[src/rtl/dm_port_arbiter.sv]
// Single-port DM arbiter between MEM stage and debug/loader; response one cycle after grant, loser stalls.
// Debug is forced through after MAX_WAIT losses or while dbg_hold; optional counters behind ARB_STATS_EN.
module dm_port_arbiter #(
  parameter int MEMORY_BITS = 12,
  parameter int DATA_W      = 32,
  parameter int MAX_WAIT    = 8
) (
  input  logic                   input_clk,
  input  logic                   rst,
  input  logic                   cpu_req,
  input  logic                   cpu_we,
  input  logic [MEMORY_BITS-1:0] cpu_addr,
  input  logic [DATA_W-1:0]      cpu_wdata,
  output logic                   cpu_stall,
  output logic                   cpu_rvalid,
  output logic [DATA_W-1:0]      cpu_rdata,
  input  logic                   dbg_hold,
  input  logic                   dbg_req,
  input  logic                   dbg_we,
  input  logic [MEMORY_BITS-1:0] dbg_addr,
  input  logic [DATA_W-1:0]      dbg_wdata,
  output logic                   dbg_ack,
  output logic [DATA_W-1:0]      dbg_rdata,
  output logic                   dm_en,
  output logic                   dm_we,
  output logic [MEMORY_BITS-1:0] dm_addr,
  output logic [DATA_W-1:0]      dm_wdata,
  input  logic [DATA_W-1:0]      dm_rdata,
  output logic [31:0]            stall_cycles,
  output logic [31:0]            dbg_grants
);

  typedef enum logic [2:0] {IDLE, CPU_RD, CPU_WR, DBG_RD, DBG_WR} resp_t;

  typedef struct packed {
    logic                   we;
    logic [MEMORY_BITS-1:0] addr;
    logic [DATA_W-1:0]      wdata;
  } dm_cmd_t;

  localparam logic [7:0] WAIT_LIMIT = 8'(MAX_WAIT);

  logic [7:0] wait_cnt;
  logic       force_dbg;
  logic       dbg_gnt;
  logic       cpu_gnt;
  resp_t      resp;
  resp_t      resp_next;
  dm_cmd_t    dm_cmd;

  // Grants are held off while reset is low so DM and response outputs read 0.
  assign force_dbg = dbg_req && (dbg_hold || wait_cnt == WAIT_LIMIT);
  assign dbg_gnt   = rst && dbg_req && (force_dbg || !cpu_req);
  assign cpu_gnt   = rst && cpu_req && !dbg_hold && !dbg_gnt;
  assign cpu_stall = cpu_req && !cpu_gnt;

  always_comb begin
    dm_cmd = '0;
    if (cpu_gnt) begin
      dm_cmd = '{we: cpu_we, addr: cpu_addr, wdata: cpu_wdata};
    end else if (dbg_gnt) begin
      dm_cmd = '{we: dbg_we, addr: dbg_addr, wdata: dbg_wdata};
    end
  end

  assign dm_en    = cpu_gnt | dbg_gnt;
  assign dm_we    = dm_cmd.we;
  assign dm_addr  = dm_cmd.addr;
  assign dm_wdata = dm_cmd.wdata;

  always_ff @(posedge input_clk or negedge rst) begin
    if (!rst) begin
      wait_cnt <= '0;
    end else if (!dbg_req || dbg_gnt) begin
      wait_cnt <= '0;
    end else if (wait_cnt != WAIT_LIMIT) begin
      wait_cnt <= wait_cnt + 8'd1;
    end
  end

  always_ff @(posedge input_clk or negedge rst) begin
    if (!rst) begin
      resp <= IDLE;
    end else begin
      resp <= resp_next;
    end
  end

  always_comb begin
    resp_next  = IDLE;
    cpu_rvalid = 1'b0;
    cpu_rdata  = '0;
    dbg_ack    = 1'b0;
    dbg_rdata  = '0;
    if (cpu_gnt) begin
      resp_next = cpu_we ? CPU_WR : CPU_RD;
    end else if (dbg_gnt) begin
      resp_next = dbg_we ? DBG_WR : DBG_RD;
    end
    case (resp)
      CPU_RD: begin
        cpu_rvalid = 1'b1;
        cpu_rdata  = dm_rdata;
      end
      DBG_RD: begin
        dbg_ack   = 1'b1;
        dbg_rdata = dm_rdata;
      end
      DBG_WR: dbg_ack = 1'b1;
      default: ;
    endcase
  end

`ifdef ARB_STATS_EN
  logic [31:0] stall_cnt;
  logic [31:0] grant_cnt;

  always_ff @(posedge input_clk or negedge rst) begin
    if (!rst) begin
      stall_cnt <= '0;
      grant_cnt <= '0;
    end else begin
      if (cpu_stall && stall_cnt != 32'hFFFF_FFFF) stall_cnt <= stall_cnt + 32'd1;
      if (dbg_gnt && grant_cnt != 32'hFFFF_FFFF) grant_cnt <= grant_cnt + 32'd1;
    end
  end

  assign stall_cycles = stall_cnt;
  assign dbg_grants   = grant_cnt;
`else
  assign stall_cycles = '0;
  assign dbg_grants   = '0;
`endif

endmodule

[config.mk]
export PLATFORM = sky130hd
export DESIGN_NAME = dm_port_arbiter
export DESIGN_NICKNAME = d
export VERILOG_FILES = /design/src/rtl/dm_port_arbiter.sv
export SDC_FILE = /design/constraint.sdc
export NUM_CORES = 1
export LEC_CHECK = 0
export BUFFER_PORTS_ARGS = -buffer_cell sky130_fd_sc_hd__clkbuf_2
export CORE_AREA = 2 2 118 120
export DETAILED_ROUTE_END_ITERATION = 10
export DIE_AREA = 0 0 120 122
export GPL_TIMING_DRIVEN = 0
export PLACE_DENSITY = 0.48
export SYNTH_ARGS = -nofsm -noshare
export SYNTH_HDL_FRONTEND = slang
export SYNTH_SLANG_ARGS = --single-unit
export TNS_END_PERCENT = 100
[constraint.sdc]
create_clock -name input_clk -period 5.51 [get_ports input_clk]
set_input_delay 0.551 -clock input_clk [delete_from_list [all_inputs] [get_ports input_clk]]
set_output_delay 0.551 -clock input_clk [all_outputs]
set_load 0.01 [all_outputs]
==> results.toml <==
[worst_setup_path]
reg2reg_slack_ns = 3.48
r2r_cells = 6
cp-end-kind = "primary output"
timing.rr.start = "wait_cnt[0]$_DFFE_PN0P_"
crit_path_max_fanout = 12
start_kind = "input port"
criticalPathCategory = "in2out"
r2r-end = "resp[2]$_DFF_PN0_"
critical_path_required_ns = 4.96
cp_data_arrival_time_ns = 2.57

[finish]
final_common_cell = "clkbuf_2"
mostFrequentLayoutCells = "clkbuf_2, and2_1, buf_4, conb_1, a32o_1"
final_core_util = 0.285
num_antenna_cells = 0
multi_input_area_um2 = 1450
area_growth_pct = 82.3
final_area_um2 = 3850
seq_area_um2 = 275
final_nets = 701
fillers = 1487
post_route_cells_drive_above_1_share = 0.559

[floorplanning]
initial_core_util = 0.156
die_h_um = 122
dieArea_um2 = 14600
coreArea_um2 = 13500
die_w_um = 120
placementRows = 43
io_pins = 304

[timing]
slew_violations = 0
max-slew-margin-rel = 0.659
hold_violations = 0
max_freq_ghz = 0.320
tns_ns = 0
rsz0062_at_grt = "no"
fin_ws_ns = 2.39
setup_viol = 0
worst_pin_slew_ns = 0.510
fin_crit_sh = 0.567
fin_crit_ns = 3.12
skew_ns = 0.00561

[yosys]
synthesis.area_um2 = 2110
synth_seq_cells = 11
synthCells = 265
synthArstFlopShare = 1.00
synth-edff-count = 0
yosysUniqueCellTypes = 35
ys_warn_count = 0
yosysSeqAreaShare = 0.130
ys.flop_type = "dfrtp_1"
postSynthAreaPerCell_um2 = 7.97

[global_routing]
grt-ovfl-total = 0
grt_max_degree = 13
antenna_found_initial = 0
grt_usage = 0.115
grt_pass1_vias = 2726
grt_pass1_wl_um = 13600

[hold_path]
hold_class = "in2async"

[clock_network]
post-cts-setup-buffer-count = 0
clock-root-buffer = "clkbuf_16"
clockBufferDepth = 2
cts_hold_buf = 0
cts_resized = 0
cts_tree = "yes"
cts_htree_levels = 1
path_clk_slew_ns = 0.04
clock-sinks = 11
clk_latency_ns = 0.24
cts_made_buffers = 3

[drt]
routed_wl_um = 9400
detail-route-antenna-nets = 0
wire_per_inst_um = 12.5
drc_errors = 0
drtPass1Iterations = 5
drt_iter0_markers = 99
vias_per_cell = 3.94
vias = 2958

[power]
p_per_area_nw_per_um2 = 115
leakage_nw = 2.25
ir_worst_vdd_uv = 73.7

[placement]
io_buffers = 239
place_ws_ns = 2.36
dpl.hpwl_um = 8400
gp_congestion = 0.823
placed_area_um2 = 3770

[status]
status = "finished clean"

[run]
max_cap_viol_count = 0
[sequential cells by signal (all words and copies together), names as in the netlist]
signal    cells
wait_cnt      8
resp          3
[kinds of logic (layout without fill, tap and decap cells)]
group | count (synthesis) | in the layout | share of synthesized area
simple gates | 90 | 90 | 0.262
compound gates | 65 | 65 | 0.289
xor+xnor | 2 | 2 | 0.00830
other cells | 1 | 64 | 0.00178
fa+ha+maj | 2 | 2 | 0.0119
flops | 11 | 11 | 0.130
buf+inv | 94 | 337 | 0.296
[synth_stat cells (all sizes together), types with 2 or more instances]
library cell	n	area, um2
or3	4	25.0
a221oi	4	35.0
inv	5	18.8
nand3	4	20.0
ha	2	25.0
clkbuf	14	53.8
a21oi	2	10.0
nand2	2	7.51
xor2	2	17.5
o21ai	6	33.8
and2	64	400
nor2	4	15.0
a211oi	2	15.0
nor2b	3	18.8
buf	74	549
nor3	2	10.0
a32o	47	470
dfrtp	11	275
[power by group]
group / internal (W) / switching, W / total [W]
clock network: 0.0000973 / 0.0000378 / 0.000135
logic: 0.000111 / 0.000111 / 0.000222
registers: 0.0000833 / 0.00000252 / 0.0000858
[metal layers]
layer | global-route usage | wire, um
met1 | 0.121 | 3350
met2 | 0.235 | 5120
met3 | 0.0126 | 772
met4 | 0.0382 | 155
met5 | 0 | 0
[how the worst max path moves through the flow]
stage               startpoint      endpoint  slack [ns]
floorplan                  rst    dm_addr[0]        3.20
global placement           rst  dm_wdata[31]        2.38
detailed placement         rst  dm_wdata[30]        2.36
CTS                        rst  dm_wdata[30]        2.35
global route               rst  dm_wdata[30]        2.11
finish                     rst  dm_wdata[26]        2.39
[critical path, stage by stage]
cell and delay, ns:
clkbuf_2 0.27, buf_2 0.28, inv_1 0.10, nor2_1 0.17, clkbuf_1 0.41, clkbuf_1 0.38, a32o_1 0.26, clkbuf_2 0.14
[metrics by stage]
| step | cells | total power, W | hold slack, ns |
|---|---|---|---|
| 2_1_floorplan | 328 | 0.000211 | 0.255 |
| 3_3_place_gp | 747 | 0.000306 | 0.452 |
| 3_5_place_dp | 747 | 0.000308 | 0.457 |
| 4_1_cts | 751 | 0.000447 | 0.198 |
| 5_1_grt | 751 | 0.000470 | 0.211 |
| 6_report | 751 | 0.000443 | 0.188 |
[final cells by class]
cell class,count,area share
buffer,88,0.157
sequential,11,0.0715
inverter,6,0.00585
timing repair buffer,239,0.311
multi-input combinational,223,0.376
clock buffer,4,0.0205
tap,180,0.0585
(Power assumes the default switching activity.)
